### config.mk
export PLATFORM = sky130hd
export DESIGN_NAME = glip_loopback_fifo
export DESIGN_NICKNAME = d
export VERILOG_FILES = /design/src/rtl/glip_loopback_fifo.sv
export SDC_FILE = /design/constraint.sdc
export NUM_CORES = 1
export LEC_CHECK = 0
export BUFFER_PORTS_ARGS = -buffer_cell sky130_fd_sc_hd__buf_2
export CAP_MARGIN = 20
export CORE_MARGIN = 8
export CORE_UTILIZATION = 50
export CTS_BUF_LIST = sky130_fd_sc_hd__clkbuf_16
export DETAILED_ROUTE_END_ITERATION = 12
export PLACE_DENSITY = 0.7
export SETUP_SLACK_MARGIN = 0.02
export SYNTH_ARGS = -nofsm -noshare
export SYNTH_HDL_FRONTEND = slang
export SYNTH_SLANG_ARGS = --single-unit
### constraint.sdc
create_clock -name clk -period 5.7 [get_ports clk]
set_clock_uncertainty 0.05 [all_clocks]
set_input_delay 0.855 -clock clk [delete_from_list [all_inputs] [get_ports clk]]
set_output_delay 0.855 -clock clk [all_outputs]
set_load 0.03 [all_outputs]
### src/rtl/glip_loopback_fifo.sv
// ---------------------------------------------------------------------------
// glip_loopback_fifo
//
// Elastic loopback buffer between the GLIP backend's host->logic stream and
// its logic->host stream. Words accepted on the input side are stored in a
// small circular buffer and returned unmodified and in order on the output
// side. The block also reports the current occupancy, the peak occupancy
// since reset, and the number of words returned. Host-side loopback tests use
// these to exercise backpressure and read back buffer statistics.
//
// Ports
//   clk         single clock, all state changes on the rising edge
//   rst         asynchronous reset, active low (0 = reset)
//   in_data     word from the backend (fifo_in_data)
//   in_valid    in_data valid (fifo_in_valid)
//   in_ready    buffer can accept a word (fifo_in_ready)
//   out_data    head word towards the backend (fifo_out_data), FWFT
//   out_valid   out_data valid (fifo_out_valid)
//   out_ready   backend accepts the head word (fifo_out_ready)
//   level       current occupancy, 0..DEPTH
//   high_water  maximum level seen since reset
//   word_count  number of output handshakes since reset, wraps at 2^32
// ---------------------------------------------------------------------------
module glip_loopback_fifo #(
    parameter int WIDTH = 16,
    parameter int DEPTH = 8,
    localparam int LW   = $clog2(DEPTH) + 1
) (
    input  logic             clk,
    input  logic             rst,
    input  logic [WIDTH-1:0] in_data,
    input  logic             in_valid,
    output logic             in_ready,
    output logic [WIDTH-1:0] out_data,
    output logic             out_valid,
    input  logic             out_ready,
    output logic [LW-1:0]    level,
    output logic [LW-1:0]    high_water,
    output logic [31:0]      word_count
);

    // Pointer width; DEPTH is a power of two so pointers wrap on overflow.
    localparam int PW = $clog2(DEPTH);

    logic [WIDTH-1:0] mem [DEPTH];

    logic [PW-1:0] wr_ptr_reg;
    logic [PW-1:0] rd_ptr_reg;
    logic [LW-1:0] level_reg;
    logic [LW-1:0] level_next;
    logic [LW-1:0] high_water_reg;
    logic [LW-1:0] high_water_next;
    logic [31:0]   word_count_reg;

    logic push;
    logic pop;

    // Flow control depends only on the level register, never on the
    // opposite handshake input, so there is no combinational path from
    // in_valid to out_valid or from out_ready to in_ready.
    assign in_ready  = (level_reg != LW'(DEPTH));
    assign out_valid = (level_reg != '0);

    assign push = in_valid & in_ready;
    assign pop  = out_valid & out_ready;

    // First-word fall-through: head word is read combinationally.
    assign out_data = mem[rd_ptr_reg];

    assign level      = level_reg;
    assign high_water = high_water_reg;
    assign word_count = word_count_reg;

    always_comb begin
        level_next = level_reg;
        case ({push, pop})
            2'b10:   level_next = level_reg + LW'(1);
            2'b01:   level_next = level_reg - LW'(1);
            default: level_next = level_reg;
        endcase
    end

    always_comb begin
        high_water_next = high_water_reg;
        if (level_next > high_water_reg) begin
            high_water_next = level_next;
        end
    end

    // Storage is deliberately not reset; the write is gated by rst so that
    // nothing is taken while reset is held, even though in_ready reads 1.
    always_ff @(posedge clk) begin
        if (push && rst) begin
            mem[wr_ptr_reg] <= in_data;
        end
    end

    always_ff @(posedge clk or negedge rst) begin
        if (!rst) begin
            wr_ptr_reg     <= '0;
            rd_ptr_reg     <= '0;
            level_reg      <= '0;
            high_water_reg <= '0;
            word_count_reg <= '0;
        end else begin
            if (push) begin
                wr_ptr_reg <= wr_ptr_reg + PW'(1);
            end
            if (pop) begin
                rd_ptr_reg     <= rd_ptr_reg + PW'(1);
                word_count_reg <= word_count_reg + 32'd1;
            end
            level_reg      <= level_next;
            high_water_reg <= high_water_next;
        end
    end

endmodule

==> results.cfg <==
[synthesis]
synthFlopType = edfxtp_1
synth_cells = 400
async_reset_ff_share_pct = 26.4
yosys.cell_types.count = 43
synthesis.area_per_instance_um2 = 18.1
yosysSeqAreaShare_pct = 68.8
synth_edf_count = 128
syn-cell-area_um2 = 7260
ys.warnings.count = 0
mapped_nets = 431
yosys_register_bits = 174

[global_route]
global_route.usage.total_pct = 16.0
grt_max_degree = 51
vias_in_the_first_global_route = 4073
grt_first_pass_wirelength_um = 22200
grt_overflow_total = 0
antenna_found_initial = 1

[setup_path]
path_max_fanout = 9
worstPathCellList = nor3_1 -> nand2_1 -> nand2_1 -> ha_1 -> ha_1 -> or4b_1 -> o311ai_1 -> o211ai_2 -> ha_1 -> and4_1 -> a21oi_1 -> mux2_2
cpMostUsedCell = ha_1
endpoint_kind = flop
cp_slowest_stage_delay_ns = 0.54
critical_path_class = reg2reg
worst_path_max_delay_cell = or4b_1
critical_path_required_ns = 5.96
critPathLaunchType = flop
arrival_ns = 4.58

[placed_design]
place.port_buffers = 77
gp_congestion = 0.734
dp.final_hpwl_um = 8760

[sta]
setup_violations = 0
max-slew-margin-rel_pct = 34.1
rsz_0062_raised_after_global_routing = false
fin_tns_setup_ns = 0
timing_worst_slew_pin_value_ns = 0.985
final.min_clock_period_ns = 4.32
number_of_max_slew_violations_in_the_final_report = 0
hold_violations = 0
fin_crit_sh_pct = 75.8
max_freq_mhz = 231

[drt]
post_drt_wl_per_cell_um = 20.2
overall_routed_net_length_um = 13800
iteration_count_of_the_initial_detailed_routing_pass = 4
dr_total_vias = 3846
post_drt_via_cell_ratio = 5.63
postRouteAntennaNets = 0
dr.first_iter.drc_count = 231
drcViolationCount = 0

[cells_and_area]
nNetsFinal = 516
final_util_pct = 58.3
nFillCells = 1094
final_layout_size_suffix_gt1_share_pct = 37.6
area_growth_pct = 15.4
largest_register_ffs = 128

[clocking]
post-cts-setup-buffers = 0
postCtsResizedCells = 0
ctsRootBufferMaster = clkbuf_16
hold_buffers = 0
tritoncts.num_buffers = 17
cts_tree = yes
tritoncts_num_sinks = 174
clk_pin_slew_ns = 0.06
clk-insertion-delay-late_ns = 0.43
cts_buffer_depth = 2
htree_levels = 4

[floorplanning]
die_footprint_um2 = 18600
coreArea_um2 = 14400
rows = 44
chipWidth_um = 136
io_pins = 78
die_height_um = 136
effective_utilization_at_floorplan_pct = 50.5

[min_path]
hp-class = reg2reg

[power]
powerDensity_nw_per_um2 = 486
total_leakage_power_uw = 0.00322
worst_vdd_rail_ir_drop_mv = 0.362

[flow_run]
max_cap_viol_count = 0

[outcome]
status = complete, no violations
[where the power goes]
| group | internal [uW] | total [uW] | switching (uW) |
|---|---|---|---|
| clock | 539 | 977 | 438 |
| sequential | 1520 | 1740 | 230 |
| combinational | 613 | 1350 | 738 |
[kinds of logic after synthesis]
kind of cell | Yosys count | synth area share [%]
AO/OA/AOI/OAI | 10 | 1.07
XOR/XNOR | 37 | 4.46
adder cells (fa/ha/maj) | 11 | 2.00
buffers and inverters | 25 | 1.79
flip-flops | 174 | 68.8
multiplexers | 57 | 13.8
AND/OR/NAND/NOR | 86 | 8.07
[area by class of cell]
type / instances / area (um^2) / area share [%]
Multi-Input combinational cell: 201 / 2190 / 26.2
Timing Repair Buffer: 83 / 430 / 5.14
Inverter: 8 / 30.0 / 0.358
Clock inverter: 15 / 72.6 / 0.866
Tap cell: 184 / 230 / 2.75
Clock buffer: 17 / 425 / 5.08
Sequential cell: 174 / 5000 / 59.6
Antenna cell: 1 / 2.50 / 0.0299
[worst max-delay path, delay by kind of cell, from the launching register on]
family | cells | cell delay, ns
fa+ha+maj | 3 | 1.10
simple gates | 5 | 1.61
compound gates | 3 | 0.60
flops | 1 | 0.47
mux | 1 | 0.38
[metrics by stage]
| step | worst slack (ns) | hold slack (ns) | instances | cell area (um^2) | power, uW |
|---|---|---|---|---|---|
| 2_1_floorplan | 1.65 | 0.501 | 400 | 7260 | 2760 |
| 3_3_place_gp | 1.56 | 0.407 | 650 | 7880 | 3100 |
| 4_1_cts | 1.38 | 0.421 | 682 | 8380 | 4130 |
| 5_1_grt | 1.14 | 0.441 | 683 | 8380 | 4290 |
| 3_5_place_dp | 1.41 | 0.406 | 650 | 7880 | 3150 |
| 6_report | 1.38 | 0.419 | 683 | 8380 | 4070 |
[worst paths after layout]
check	cells past startpoint	startpoint	slack, ns	end
worst min register to register	1	word_count[31]	0.42	word_count[31]
worst max register to register	12	level[0]	1.38	high_water[2]
worst max-delay path	12	level[0]	1.38	high_water[2]
worst min-delay path	1	word_count[31]	0.42	word_count[31]
min in group asynchronous	2	rst	0.48	word_count[14]
max in group asynchronous	2	rst	4.67	rd_ptr_reg[0]
[cells in the final DEF, fill, tap and decap left out, types with 7 or more instances in the layout]
master,count
xnor2_1,13
edfxtp_1,128
mux4_2,32
nor3_1,12
xor2_1,24
mux2_2,23
dfrtp_1,44
nand4_1,7
nand2_1,11
clkbuf_16,17
ha_1,10
buf_2,77
inv_1,14
and4_1,7
nor4_2,10
nand3_1,13
[synthesized netlist by cell type (6+ instances only)]
cell type,count,area (um^2)
nand4_1,7,43.8
and4_1,7,61.3
xor2_1,24,210
nand3_1,13,65.1
mux2_2,23,259
edfxtp_1,128,3840
mux4_2,32,721
inv_1,8,30.0
nor4_2,8,100
nor3_1,16,80.1
ha_1,10,125
dfrtp_1,46,1150
xnor2_1,13,114
nor2_1,6,22.5
nand2_1,11,41.3
[per-layer routing]
metal  GRT usage (%)  wire length [um]
met5               0                 0
met4            5.98               184
met3            5.80               842
met2            25.4              6820
met1            19.6              5980
(Power assumes the default switching activity.)
